$ cat src/rtl/fetch_queue.sv
// Instruction prefetch queue: fetches sequential words from memory ahead of decode and
// flushes on redirect. Defining FETCH_QUEUE_PERF_EN adds the fetch_cnt/flush_cnt counters.
module fetch_queue #(
  parameter int                 ADDR_W   = 16,
  parameter int                 DATA_W   = 16,
  parameter int                 DEPTH    = 4,
  parameter logic [ADDR_W-1:0]  RESET_PC = '0,
  parameter logic [DATA_W-1:0]  NOP      = '0
) (
  input  logic              clk,
  input  logic              rst,
  input  logic [ADDR_W-1:0] target,
  input  logic              target_en,
  input  logic              stall,
  output logic              mem_req,
  output logic [ADDR_W-1:0] mem_addr,
  input  logic              mem_ack,
  input  logic [DATA_W-1:0] mem_rdata,
  output logic [DATA_W-1:0] inst_if,
  output logic [ADDR_W-1:0] npc_if,
  output logic              valid_if,
`ifdef FETCH_QUEUE_PERF_EN
  output logic [31:0]       fetch_cnt,
  output logic [15:0]       flush_cnt,
`endif
  output logic [1:0]        dbg_state
);

  // Memory handshake: mem_req stays high with mem_addr stable from issue until the
  // cycle mem_ack is seen; each mem_ack completes exactly one request.

  localparam int PTR_W = $clog2(DEPTH);
  localparam int CNT_W = PTR_W + 1;
  localparam logic [CNT_W-1:0] DEPTH_C = CNT_W'(DEPTH);

  typedef enum logic [1:0] {
    S_IDLE = 2'd0,
    S_WAIT = 2'd1,
    S_DROP = 2'd2
  } state_t;

  state_t            r_state;
  state_t            w_next_state;
  logic [ADDR_W-1:0] r_pc;
  logic [ADDR_W-1:0] r_addr;
  logic [PTR_W-1:0]  r_wr_ptr;
  logic [PTR_W-1:0]  r_rd_ptr;
  logic [CNT_W-1:0]  r_count;
  logic [DATA_W-1:0] r_q_data [DEPTH];
  logic [ADDR_W-1:0] r_q_npc  [DEPTH];

  logic              w_full;
  logic              w_valid;
  logic              w_issue;
  logic              w_push;
  logic              w_pop;
  logic              w_req;
  logic [ADDR_W-1:0] w_pc_inc;

  assign w_full   = (r_count == DEPTH_C);
  assign w_valid  = (r_count != '0);
  assign w_pc_inc = r_pc + ADDR_W'(1);

  // State register
  always_ff @(posedge clk or posedge rst) begin
    if (rst) begin
      r_state <= S_IDLE;
    end else begin
      r_state <= w_next_state;
    end
  end

  // Next-state logic
  always_comb begin
    w_next_state = r_state;
    case (r_state)
      S_IDLE: begin
        if (!target_en && !w_full) w_next_state = S_WAIT;
      end
      S_WAIT: begin
        if (mem_ack)        w_next_state = S_IDLE;
        else if (target_en) w_next_state = S_DROP;
      end
      S_DROP: begin
        if (mem_ack) w_next_state = S_IDLE;
      end
      default: w_next_state = S_IDLE;
    endcase
  end

  // Output / control decode
  always_comb begin
    w_req   = 1'b0;
    w_issue = 1'b0;
    w_push  = 1'b0;
    case (r_state)
      S_IDLE: begin
        w_issue = !target_en && !w_full;
      end
      S_WAIT: begin
        w_req  = 1'b1;
        w_push = mem_ack && !target_en;
      end
      S_DROP: begin
        w_req = 1'b1;
      end
      default: begin
        w_req = 1'b0;
      end
    endcase
  end

  assign w_pop = w_valid && !stall && !target_en;

  // A redirect wins over sequential advance in every state
  always_ff @(posedge clk or posedge rst) begin
    if (rst) begin
      r_pc   <= RESET_PC;
      r_addr <= RESET_PC;
    end else begin
      if (target_en)   r_pc <= target;
      else if (w_push) r_pc <= w_pc_inc;
      if (w_issue)     r_addr <= r_pc;
    end
  end

  always_ff @(posedge clk or posedge rst) begin
    if (rst) begin
      r_wr_ptr <= '0;
      r_rd_ptr <= '0;
      r_count  <= '0;
    end else if (target_en) begin
      r_wr_ptr <= '0;
      r_rd_ptr <= '0;
      r_count  <= '0;
    end else begin
      if (w_push) r_wr_ptr <= r_wr_ptr + PTR_W'(1);
      if (w_pop)  r_rd_ptr <= r_rd_ptr + PTR_W'(1);
      case ({w_push, w_pop})
        2'b10:   r_count <= r_count + CNT_W'(1);
        2'b01:   r_count <= r_count - CNT_W'(1);
        default: r_count <= r_count;
      endcase
    end
  end

  // Entry storage needs no reset: it is only visible through the count
  always_ff @(posedge clk) begin
    if (w_push) begin
      r_q_data[r_wr_ptr] <= mem_rdata;
      r_q_npc[r_wr_ptr]  <= w_pc_inc;
    end
  end

  assign mem_req   = w_req;
  assign mem_addr  = r_addr;
  assign valid_if  = w_valid;
  assign inst_if   = w_valid ? r_q_data[r_rd_ptr] : NOP;
  assign npc_if    = w_valid ? r_q_npc[r_rd_ptr]  : '0;
  assign dbg_state = r_state;

`ifdef FETCH_QUEUE_PERF_EN
  logic [31:0] r_fetch_cnt;
  logic [15:0] r_flush_cnt;

  always_ff @(posedge clk or posedge rst) begin
    if (rst) begin
      r_fetch_cnt <= '0;
      r_flush_cnt <= '0;
    end else begin
      if (w_push && (r_fetch_cnt != '1))    r_fetch_cnt <= r_fetch_cnt + 32'd1;
      if (target_en && (r_flush_cnt != '1)) r_flush_cnt <= r_flush_cnt + 16'd1;
    end
  end

  assign fetch_cnt = r_fetch_cnt;
  assign flush_cnt = r_flush_cnt;
`endif

endmodule
$ cat config.mk
export PLATFORM = sky130hd
export DESIGN_NAME = fetch_queue
export DESIGN_NICKNAME = d
export VERILOG_FILES = /design/src/rtl/fetch_queue.sv
export SDC_FILE = /design/constraint.sdc
export NUM_CORES = 1
export LEC_CHECK = 0
export ABC_AREA = 1
export CAP_MARGIN = 15
export CORE_MARGIN = 2
export CORE_UTILIZATION = 39
export CTS_CLUSTER_DIAMETER = 150
export CTS_CLUSTER_SIZE = 25
export DETAILED_ROUTE_END_ITERATION = 6
export GPL_TIMING_DRIVEN = 0
export SETUP_SLACK_MARGIN = 0.1
export SYNTH_ARGS = -nofsm -noshare
export SYNTH_HDL_FRONTEND = slang
export SYNTH_SLANG_ARGS = --single-unit
$ cat constraint.sdc
create_clock -name clk -period 2.8 [get_ports clk]
set_input_delay 0.56 -clock clk [delete_from_list [all_inputs] [get_ports clk]]
set_output_delay 0.56 -clock clk [all_outputs]
set_load 0.1 [all_outputs]
==> impl_metrics.toml <==
[critical_path]
crit_slowest_cell = "dfrtp_1"
endpoint_kind = "output port"
critPathKind = "reg -> out"
path_cells = "inv_2 > clkbuf_1 > o21ai_0 > a21oi_1 > buf_6"
cp-start-kind = "flop"
worst_ep_arrival_time_ns = 2.05
cpPeakStageDelay_ns = 0.41
worstPathRequired_ns = 2.24
crit_fanout = 10

[pwr]
power_density_mw_per_mm2 = 1200
p_leak_nw = 3.50
irDropWorstVdd_mv = 0.968

[min_path]
holdCritPathClass = "in -> reg"

[yosys]
synth_cell_type_count = 33
synth_nets = 716
synth_seq_cells = 169
ys_seq_area_share_pct = 67.3
avgSynthCellArea_um2 = 10.8
ys.flop_type = "edfxtp_1"
synth_async_sr_flop_share_pct = 24.3
netlist_area_mm2 = 0.00724
ys_warn_count = 0
synth_edf_count = 128
netlist_instances = 670

[grt]
grt_max_degree = 42
use_met3_pct = 4.92
grt_usage_pct = 18.3
use_met2_pct = 29.2
met1_usage_pct = 24.5
grt_pass1_vias = 5120
antenna_found_initial = 0
grt_overflow = 0
gr-max-usage-layer = "met2"
grt_first_pass_wirelength_um = 27400

[cts]
root_buffer = "clkbuf_16"
numCtsBuffers = 17
cts.clk_slew.worst_paths_ns = 0.07
cts_tree = "built"
clk-insertion-delay-late_ns = 0.43
clk_path_buf_depth = 2
htree_num_levels = 4
cts_num_sinks = 169

[sta]
fin_skew_ns = 0.00834
fin_crit_sh_pct = 93.3
setup-violations-final = 0
slew_headroom_pct = 25.8
max_clock_freq_mhz = 383
period_needed_ns = 2.61
maxSlewViolCount = 0
rsz0062_at_grt = "true"
layout_setup_ws_ns = 0.188
fin_hold_ws_ns = 0.464
worstMarginPinSlew_ns = 1.11
finalHoldViolations = 0

[placement]
dp_cells = 986
dp_slack_ns = -0.480
hpwl_um = 11500
port_buffers = 87
placed_area_mm2 = 0.00845
place.gp.congestion = 0.875

[job]
cap_violations = 0

[route]
vias_per_cell = 4.99
wirelength_um = 17400
drtIter0Drc = 294
dr.pass1.iters = 7
wl_per_cell_um = 17.1
drc_errors = 0
ant_nets = 0
num_vias = 5085

[floorplanning]
die_area_mm2 = 0.0197
row_count = 49
die_w_um = 140
ios = 89
die_h_um = 140
coreArea_mm2 = 0.0181
initial_core_util_pct = 40.0

[final_layout]
fin_area_mm2 = 0.00909
drive_gt1_share_pct = 15.6
syn2layout_area_growth_pct = 25.5
final_cell_mix = "139 x nor2_1, 128 x edfxtp_1, 87 x nand2_1, 80 x o21ai_0, 53 x clkdlybuf4s50_1"
final_common_cell = "nor2_1"
instances_no_fill = 1019
diodes = 0
nets = 823

[status]
outcome = "completed"
## registers in the layout, summed over array words and instances, names as in the netlist
name and cells:
dbg_state 2, mem_addr 16, r_count 3, r_pc 16
r_q_data 64, r_q_npc 64, r_rd_ptr 2, r_wr_ptr 2
## worst max-delay path, delay by kind of cell, from the launching register on
kind | cells | cell delay (ns)
flops | 1 | 0.41
buf+inv | 3 | 0.71
compound gates | 2 | 0.48
## synthesized netlist by cell type, drive strengths merged, types with 2 or more instances
cell type / number / share of area (%)
nor2: 149 / 8.0
edfxtp: 128 / 53
nand2: 91 / 4.9
o21ai: 90 / 6.3
inv: 43 / 2.3
dfrtp: 41 / 14
a21oi: 37 / 2.7
nand3: 20 / 1.5
buf: 19 / 1.6
clkbuf: 13 / 0.69
a22oi: 11 / 1.1
ha: 8 / 1.4
xor2: 7 / 0.85
and2: 3 / 0.26
nand4: 3 / 0.26
o211ai: 2 / 0.21
## where the power goes
part / total, W / internal [W] / switching (W)
combinational: 0.00511 / 0.00108 / 0.00403
sequential: 0.00324 / 0.00305 / 0.000188
clock: 0.00255 / 0.00159 / 0.000958
## stage by stage
step / total power, W / util, % / TNS [ns]
after detailed placement: 0.00840 / 46.7 / -12.33
after global placement: 0.00834 / 46.7 / -11.32
after CTS: 0.0109 / 49.8 / 0
final: 0.0109 / 50.2 / 0
after global routing: 0.0114 / 50.2 / 0
after floorplan: 0.00711 / - / -12.78
## final timing paths
check / from / to / slack (ns) / cells after the start
worst min-delay path: target_en / r_pc[14] / 0.46 / 3
min in group asynchronous: rst / r_rd_ptr[1] / 0.65 / 2
max in group asynchronous: rst / r_wr_ptr[1] / 1.59 / 2
worst min register to register: mem_addr[8] / mem_addr[8] / 0.49 / 2
worst max register to register: dbg_state[1] / r_q_data[2][0] / 0.38 / 5
worst max-delay path: r_rd_ptr[0] / inst_if[11] / 0.19 / 5
## layout make-up
type	count	area (um^2)
plain buffers	32	190
well taps	229	287
fillers	1587	9000
clock buffers	18	429
repair buffers	88	831
clock inverters	14	219
inverters	43	168
flip-flops and latches	169	4870
multi-input cells	426	2090
## routing by layer
metal,vias up,wire [um]
li1,2497,-
met1,2415,8110
met2,149,7940
met3,24,982
met4,0,346
met5,-,0
## cells by family after synthesis
kind of cell | count (synthesis) | share of synthesized area [%]
AND/OR/NAND/NOR | 267 | 15.0
flip-flops | 169 | 67.3
AO/OA/AOI/OAI | 142 | 10.5
buffers and inverters | 75 | 4.60
adder cells (fa/ha/maj) | 9 | 1.66
XOR/XNOR | 8 | 0.968
## what timing repair did
| action | CTS | global route |
|---|---|---|
| gates resized for setup | 195 | 33 |
| pin swaps | 0 | 2 |
| setup endpoints to repair | 34 | 26 |
| hold buffers | 0 | 0 |
| buffers inserted | 0 | 1 |
Power figures use the tool's default switching activity.
